## src/rtl/rs_bank.sv

```systemverilog
//------------------------------------------------------------------------------
// rs_bank: four-entry reservation station with CDB wakeup and scheduler free.
// Optional macro RS_DISPATCH_BYPASS_EN lets a dispatching operand capture a same-cycle CDB hit.
// Revision: 1.0
//------------------------------------------------------------------------------
`default_nettype none

package rs_bank_pkg;
   localparam int RS_XLEN  = 32;
   localparam int RS_TAG_W = 4;

   typedef struct packed {
      logic                valid_operands;
      logic [2:0]          ALU_op;
      logic [1:0]          branch_type;
      logic [RS_TAG_W-1:0] ROB_entry;
      logic [RS_XLEN-1:0]  rs1;
      logic [RS_XLEN-1:0]  rs2;
   } rs_out_t;
endpackage

module rs_bank #(
   parameter int XLEN  = rs_bank_pkg::RS_XLEN,
   parameter int TAG_W = rs_bank_pkg::RS_TAG_W
) (
   input  logic                 clk,
   input  logic                 reset,
   input  logic                 flush,
   input  logic                 disp_valid,
   output logic                 disp_ready,
   input  logic [2:0]           disp_alu_op,
   input  logic [1:0]           disp_branch_type,
   input  logic [TAG_W-1:0]     disp_rob_entry,
   input  logic                 disp_rs1_rdy,
   input  logic                 disp_rs2_rdy,
   input  logic [XLEN-1:0]      disp_rs1_val,
   input  logic [XLEN-1:0]      disp_rs2_val,
   input  logic [TAG_W-1:0]     disp_rs1_tag,
   input  logic [TAG_W-1:0]     disp_rs2_tag,
   input  logic                 cdb_valid,
   input  logic [TAG_W-1:0]     cdb_tag,
   input  logic [XLEN-1:0]      cdb_value,
   input  logic [3:0]           consumed_bus,
   output rs_bank_pkg::rs_out_t rs0_data,
   output rs_bank_pkg::rs_out_t rs1_data,
   output rs_bank_pkg::rs_out_t rs2_data,
   output rs_bank_pkg::rs_out_t rs3_data,
   output logic [2:0]           occupancy
);

   logic [3:0]       busy;
   logic [3:0]       busy_nxt;
   logic [3:0]       alloc_oh;
   logic [3:0]       load;
   logic [3:0]       wake1;
   logic [3:0]       wake2;
   logic             accept;
   logic             clear;
   logic [2:0]       alu_op_q [4];
   logic [1:0]       br_q     [4];
   logic [TAG_W-1:0] rob_q    [4];
   logic [3:0]       rdy1;
   logic [3:0]       rdy2;
   logic [XLEN-1:0]  val1     [4];
   logic [XLEN-1:0]  val2     [4];
   logic [TAG_W-1:0] tag1     [4];
   logic [TAG_W-1:0] tag2     [4];
   logic             d1_rdy;
   logic             d2_rdy;
   logic [XLEN-1:0]  d1_val;
   logic [XLEN-1:0]  d2_val;
   rs_bank_pkg::rs_out_t ent_out [4];

   assign clear      = reset | flush;
   assign disp_ready = ~&busy;
   assign accept     = disp_valid & disp_ready;
   // ~b & (b+1) isolates the lowest clear bit of busy.
   assign alloc_oh   = ~busy & (busy + 4'd1);
   assign load       = alloc_oh & {4{accept}};

`ifdef RS_DISPATCH_BYPASS_EN
   logic d1_hit;
   logic d2_hit;
   assign d1_hit = ~disp_rs1_rdy & cdb_valid & (cdb_tag == disp_rs1_tag);
   assign d2_hit = ~disp_rs2_rdy & cdb_valid & (cdb_tag == disp_rs2_tag);
   assign d1_rdy = disp_rs1_rdy | d1_hit;
   assign d2_rdy = disp_rs2_rdy | d2_hit;
   assign d1_val = disp_rs1_rdy ? disp_rs1_val : (d1_hit ? cdb_value : '0);
   assign d2_val = disp_rs2_rdy ? disp_rs2_val : (d2_hit ? cdb_value : '0);
`else
   assign d1_rdy = disp_rs1_rdy;
   assign d2_rdy = disp_rs2_rdy;
   assign d1_val = disp_rs1_rdy ? disp_rs1_val : '0;
   assign d2_val = disp_rs2_rdy ? disp_rs2_val : '0;
`endif

   always_comb begin
      wake1 = '0;
      wake2 = '0;
      for (int i = 0; i < 4; i++) begin
         wake1[i] = busy[i] & ~rdy1[i] & cdb_valid & (cdb_tag == tag1[i]);
         wake2[i] = busy[i] & ~rdy2[i] & cdb_valid & (cdb_tag == tag2[i]);
      end
      busy_nxt = clear ? 4'd0 : ((busy & ~consumed_bus) | load);
   end

   always_ff @(posedge clk) begin
      busy      <= busy_nxt;
      occupancy <= {2'b0, busy_nxt[0]} + {2'b0, busy_nxt[1]}
                 + {2'b0, busy_nxt[2]} + {2'b0, busy_nxt[3]};
      for (int i = 0; i < 4; i++) begin
         if (clear) begin
            alu_op_q[i] <= '0;
            br_q[i]     <= '0;
            rob_q[i]    <= '0;
            rdy1[i]     <= 1'b0;
            rdy2[i]     <= 1'b0;
            val1[i]     <= '0;
            val2[i]     <= '0;
            tag1[i]     <= '0;
            tag2[i]     <= '0;
         end else if (load[i]) begin
            alu_op_q[i] <= disp_alu_op;
            br_q[i]     <= disp_branch_type;
            rob_q[i]    <= disp_rob_entry;
            rdy1[i]     <= d1_rdy;
            rdy2[i]     <= d2_rdy;
            val1[i]     <= d1_val;
            val2[i]     <= d2_val;
            tag1[i]     <= disp_rs1_tag;
            tag2[i]     <= disp_rs2_tag;
         end else if (!consumed_bus[i]) begin
            // A consumed entry is leaving, so its wakeup is dropped.
            if (wake1[i]) begin
               rdy1[i] <= 1'b1;
               val1[i] <= cdb_value;
            end
            if (wake2[i]) begin
               rdy2[i] <= 1'b1;
               val2[i] <= cdb_value;
            end
         end
      end
   end

   for (genvar i = 0; i < 4; i++) begin : g_out
      assign ent_out[i] = busy[i] ?
         '{valid_operands: rdy1[i] & rdy2[i] & ~consumed_bus[i],
           ALU_op:         alu_op_q[i],
           branch_type:    br_q[i],
           ROB_entry:      rob_q[i],
           rs1:            val1[i],
           rs2:            val2[i]} : '0;
   end

   assign rs0_data = ent_out[0];
   assign rs1_data = ent_out[1];
   assign rs2_data = ent_out[2];
   assign rs3_data = ent_out[3];

endmodule

`default_nettype wire

```

## config.mk

```make
export PLATFORM = sky130hd
export DESIGN_NAME = rs_bank
export DESIGN_NICKNAME = d
export VERILOG_FILES = /design/src/rtl/rs_bank.sv
export SDC_FILE = /design/constraint.sdc
export NUM_CORES = 1
export LEC_CHECK = 0
export CAP_MARGIN = 20
export CORE_AREA = 2 2 187 189
export CTS_BUF_LIST = sky130_fd_sc_hd__clkbuf_8
export DETAILED_ROUTE_END_ITERATION = 8
export DIE_AREA = 0 0 189 191
export GPL_ROUTABILITY_DRIVEN = 1
export PLACE_DENSITY = 0.85
export SYNTH_ARGS = -nofsm -noshare
export SYNTH_HDL_FRONTEND = slang
export SYNTH_SLANG_ARGS = --single-unit
```

## constraint.sdc

```tcl
create_clock -name clk -period 9.76 [get_ports clk]
set_clock_uncertainty 0.15 [all_clocks]
set_input_delay 1.464 -clock clk [delete_from_list [all_inputs] [get_ports clk]]
set_output_delay 1.464 -clock clk [all_outputs]
set_load 0.01 [all_outputs]
```

# Yosys cells after proc, flatten, opt, wreduce, memory -nomap -nowiden
# Memories as Yosys holds them, arrays and structs flattened.
# Index checks and enable logic that the tools add are counted.
# word_totals
out_inout_bits,300
ram_bits,324
input_bits,128
memories,7
elab_cells,260
register_bits,15
# classes
n_addsub,4
n_reduce_logical,18
mux,121
eq_ne,12
bitwise_logic,88
# memory_table
memory,words,word_bits,rd,rd_clocked_by_memory_dff,wr,line_no,source
val1,4,32,4,0,4,64,logic [XLEN-1:0] val1 [4];
val2,4,32,4,0,4,65,logic [XLEN-1:0] val2 [4];
rob_q,4,4,4,0,4,61,logic [TAG_W-1:0] rob_q [4];
tag1,4,4,4,0,4,66,logic [TAG_W-1:0] tag1 [4];
tag2,4,4,4,0,4,67,logic [TAG_W-1:0] tag2 [4];
alu_op_q,4,3,4,0,4,59,logic [2:0] alu_op_q [4];
+1 memories,-,-,-,-,-,-,
# ops
operator,count
$mux 32,18
$mux 74,4
$mux 1,78
$mux 4,13
$or 1x1->1,37
$and 1x1->1,33
$eq 4x4->1,8
$reduce_and 2->1,8
$reduce_bool 2->1,8
$and 4x4->4,3
$mux 3,4
$not 1->1,12
$mux 2,4
$ne 2x1->1 const B,4
$not 4->4,2
$add 4x1->4 const B,1
$or 4x4->4,1
$reduce_and 4->1,1
$add 2x1->3,1
$add 3x1->3,1
$add 1x1->2,1
$logic_not 1->1,1

# Longest topological paths before layout
# depth
word_depth,10
ltp_mapped,9

# Worst setup path after synthesis
# Ideal clock, no wire load.
# synth_timing
kind,input to register
from,input port cdb_tag[1]
to,"memory val2[2][0] (netlist name), enable pin"
path_buffers,2
slack_ps,4444
setup_time_ps,466
path_stages,6
arrival_time_ps,4700
cell_sequence,buf_4 > xnor2_1 > nand4_1 > clkbuf_1 > or2_2 > o21ai_0
# synth_lines
element,line_no,source
from (decl),41,"input logic [TAG_W-1:0] cdb_tag,"
to (decl),65,

==> flow_metrics.py <==
metrics = {
    "routing": {
        "drt_drc_violations_left": 0,
        "detailedRoute.firstPassIterationCount": 5,
        "detailed_route_vias_per_instance": 6.143,
        "routed_wirelength_um": 58530,
        "routed-via-count": 13660,
        "route.antenna.remaining_nets": 0,
        "routed_wire_length_per_instance_um": 26.32,
        "detail_route.iter0.violations": 1567,
    },
    "sta": {
        "finalCritPeriodShare_pct": 47.12,
        "fin_setup_tns_ns": 0,
        "finalSetupViolations": 0,
        "relSlewSlack_pct": 26.26,
        "grt_setup_unrepaired": "false",
        "hold_viol": 0,
        "setup_slack_ns": 5.161,
        "worst_slew_pin_slew_ns": 1.103,
        "post-route-min-period_ns": 4.599,
        "drv_slew": 0,
        "max_freq_mhz": 217.5,
    },
    "synthesis": {
        "synth_cell_types": 51,
        "post_synth_mux_area_share_pct": 0,
        "async_reset_ff_share_pct": 0,
        "synth_compound_area_share_pct": 14.36,
        "average_cell_area_after_synthesis_sq_um": 12.48,
        "synthesized_area_fraction_occupied_by_xor_and_xnor_cells_pct": 1.718,
        "syn-num-nets": 1473,
        "synth.cell_area_sq_um": 16750,
        "synthesis.yosys.warnings": 0,
        "syn-instance-count": 1342,
        "post_synth_fa_ha_maj_area_fraction_pct": 0.2689,
        "synth_simple_gate_area_share_pct": 20.24,
        "synth-main-ff-cell": "sky130_fd_sc_hd__edfxtp_1",
        "synth_edf_count": 324,
        "ys_seq_area_share_pct": 59.87,
        "synth_top_family_by_area": "simple AND/OR/NAND/NOR gates",
        "ys_ff_latch": 339,
    },
    "setup_path": {
        "critical_path_class": "primary input to output port",
        "worst-path-max-fanout": 4,
        "worstReg2RegStart": "busy[2]",
        "critical_path_arrival_ns": 2.98,
        "setup.worst_path.end": "rs3_data[73]",
        "worst-r2r-cell-count": 4,
        "critPathLaunch": "consumed_bus[3]",
        "cp-end-kind": "output port",
        "cp.required_ns": 8.15,
        "regToRegSetupSlack_ns": 5.81,
        "reg2reg_to": "val1[3][1]",
        "startpoint_type": "primary input",
    },
    "die": {
        "top_level_ports": 428,
        "num_rows": 68,
        "initial_cell_density_of_the_core_pct": 49.10,
        "floorplan.core_area_sq_um": 34120,
        "chipHeight_um": 191,
        "die_width_um": 189,
        "fp.dieArea_sq_um": 36100,
    },
    "placed_design": {
        "detailedPlacementHpwl_um": 38780,
        "place_congestion": 0.8341,
        "place_ws_ns": 4.585,
        "numPortBuffers": 427,
    },
    "final_layout": {
        "fillCellCount": 2469,
        "fin_nets": 1856,
        "post_route_cells_drive_above_1_share_pct": 7.195,
        "layout_common_cells": "sky130_fd_sc_hd__clkdlybuf4s50_1, sky130_fd_sc_hd__and2_1, sky130_fd_sc_hd__edfxtp_1, sky130_fd_sc_hd__a2bb2o_1, sky130_fd_sc_hd__nand2_1",
        "register_area_sq_um": 10030,
        "area_growth_syn_to_layout_pct": 33.99,
        "commonest_non_fill_non_tap_cell_in_the_layout": "sky130_fd_sc_hd__clkdlybuf4s50_1",
        "area_of_the_multi_input_gates_sq_um": 6242,
    },
    "outcome": {
        "run_status": "completed",
    },
    "cts": {
        "tritoncts.num_buffers": 54,
        "clockRootBuffer": "sky130_fd_sc_hd__clkbuf_8",
        "holdBufCountCts": 0,
        "tritoncts": "yes",
        "clock_path_buffers": 3,
        "htree_num_levels": 2,
        "insertion_delay_ns": 0.59,
        "cts_num_sinks": 339,
        "cts.repair_timing.setup_buffer_count": 0,
        "cts.reportedPaths.clkPinSlew_ns": 0.07,
        "cts-resized-gates": 0,
    },
    "global_route": {
        "grt_start_max_net_pins": 95,
        "antenna_found_initial": 6,
        "global_route.overflow_total": 0,
        "number_of_global_route_vias_before_repair": 13630,
        "grt.total_usage_pct": 31.28,
        "grt_pass1_wl_um": 84650,
    },
    "run": {
        "max_cap_violations": 0,
    },
    "power_and_ir_drop": {
        "cellPowerDensity_nw_per_um2": 136.1,
        "leakage_nw": 8.659,
        "total_power_mw": 3.054,
        "vdd_drop_max_uv": 117.8,
    },
    "worst_hold_path": {
        "min_path_type": "flip-flop to flip-flop",
    },
}
[worst max-delay path, cell delays in order]
cell	delay, ns
sky130_fd_sc_hd__clkdlybuf4s50_1	0.39
sky130_fd_sc_hd__nand2b_1	0.25
sky130_fd_sc_hd__nor3_1	0.22
sky130_fd_sc_hd__clkdlybuf4s50_1	0.66
[power by group]
group / switching (mW) / internal, mW / total, mW
Combinational: 0.137 / 0.0890 / 0.226
Sequential: 0.0182 / 1.65 / 1.67
Clock: 0.578 / 0.578 / 1.16
Total: 0.733 / 2.32 / 3.05
[cells by family (layout without fill, tap and decap cells)]
| group | Yosys count | count (layout) |
|---|---|---|
| xor+xnor | 32 | 32 |
| flops | 339 | 339 |
| simple gates | 555 | 555 |
| buf+inv | 133 | 556 |
| compound gates | 280 | 280 |
| other cells | 0 | 4 |
| fa+ha+maj | 3 | 3 |
[per-layer routing]
metal / part of all wire, % / routed length [um] / vias up / track usage, %
li1: - / - / 5816 / -
met1: 34 / 19940 / 6640 / 35.69
met2: 49 / 28620 / 977 / 53.42
met3: 10 / 5967 / 224 / 7.362
met4: 6.8 / 3963 / 6 / 19.14
met5: 0.065 / 38 / - / 0
[worst min-delay path by stage]
stage	from	to	slack, ns	cells after the start
floorplan	rdy1[1]	rdy1[1]	0.35	2
global placement	rdy1[0]	rdy1[0]	0.43	1
detailed placement	rdy1[0]	rdy1[0]	0.45	1
CTS	rdy1[0]	rdy1[0]	0.47	1
global route	rdy2[3]	rdy2[3]	0.49	2
finish	rdy1[0]	rdy1[0]	0.46	1
[synthesized netlist by cell type (2+ instances only)]
library cell	n	area, sq um
sky130_fd_sc_hd__o21bai_1	4	30.03
sky130_fd_sc_hd__a21oi_1	5	25.02
sky130_fd_sc_hd__a2bb2o_1	127	1271
sky130_fd_sc_hd__buf_6	7	78.83
sky130_fd_sc_hd__nand2_1	71	266.5
sky130_fd_sc_hd__nor4_2	2	25.02
sky130_fd_sc_hd__nand3b_1	2	15.01
sky130_fd_sc_hd__xor2_1	4	35.03
sky130_fd_sc_hd__clkinv_1	2	7.510
sky130_fd_sc_hd__buf_1	6	22.52
sky130_fd_sc_hd__nand2b_1	5	31.28
sky130_fd_sc_hd__or2_2	4	25.02
sky130_fd_sc_hd__dfxtp_1	15	300.3
sky130_fd_sc_hd__buf_4	4	30.03
sky130_fd_sc_hd__nor3_1	3	15.01
sky130_fd_sc_hd__o21ai_0	7	35.03
sky130_fd_sc_hd__nand4_1	57	356.6
sky130_fd_sc_hd__buf_2	17	85.08
sky130_fd_sc_hd__nor3_4	2	32.53
sky130_fd_sc_hd__o2bb2ai_2	3	45.04
sky130_fd_sc_hd__o22ai_1	65	406.6
sky130_fd_sc_hd__nand4b_1	15	131.4
sky130_fd_sc_hd__and3_1	35	219.0
sky130_fd_sc_hd__o2bb2ai_1	61	534.3
sky130_fd_sc_hd__or2_1	2	12.51
sky130_fd_sc_hd__edfxtp_1	324	9729
sky130_fd_sc_hd__nor4_4	2	42.54
sky130_fd_sc_hd__a221o_1	2	20.02
sky130_fd_sc_hd__nor2b_1	2	12.51
sky130_fd_sc_hd__nor3b_1	2	15.01
sky130_fd_sc_hd__and2_1	328	2052
sky130_fd_sc_hd__clkbuf_2	4	20.02
sky130_fd_sc_hd__ha_1	2	25.02
sky130_fd_sc_hd__a31oi_1	4	25.02
sky130_fd_sc_hd__clkbuf_1	88	330.3
sky130_fd_sc_hd__xnor2_1	27	236.5
sky130_fd_sc_hd__inv_1	5	18.77
sky130_fd_sc_hd__nor2_1	14	52.55
[state kept, by name (all words and copies together) (netlist names)]
| signal | flops |
|---|---|
| val1 | 128 |
| val2 | 128 |
| rob_q | 16 |
| tag1 | 16 |
| tag2 | 16 |
| alu_op_q | 12 |
| br_q | 8 |
| busy | 4 |
| rdy1 | 4 |
| rdy2 | 4 |
| occupancy | 3 |
[cell type report]
class / count / area share (%)
Timing Repair Buffer: 453 / 20.33
Inverter: 7 / 0.1171
Antenna cell: 4 / 0.04460
Clock inverter: 41 / 1.076
Tap cell: 455 / 2.537
Clock buffer: 55 / 3.373
Multi-Input combinational cell: 870 / 27.81
Sequential cell: 339 / 44.71
[stage by stage]
stage / cell area (sq um) / instances / hold WS, ns / utilization, %
after floorplan: 16750 / 1342 / 0.3469 / -
after global placement: 21260 / 2113 / 0.4316 / 62.31
after detailed placement: 21270 / 2114 / 0.4474 / 62.36
after CTS: 22270 / 2210 / 0.4684 / 65.28
after global routing: 22440 / 2223 / 0.4946 / 65.78
final: 22440 / 2224 / 0.4621 / 65.78
No activity file was read; power rests on OpenSTA's default activity.
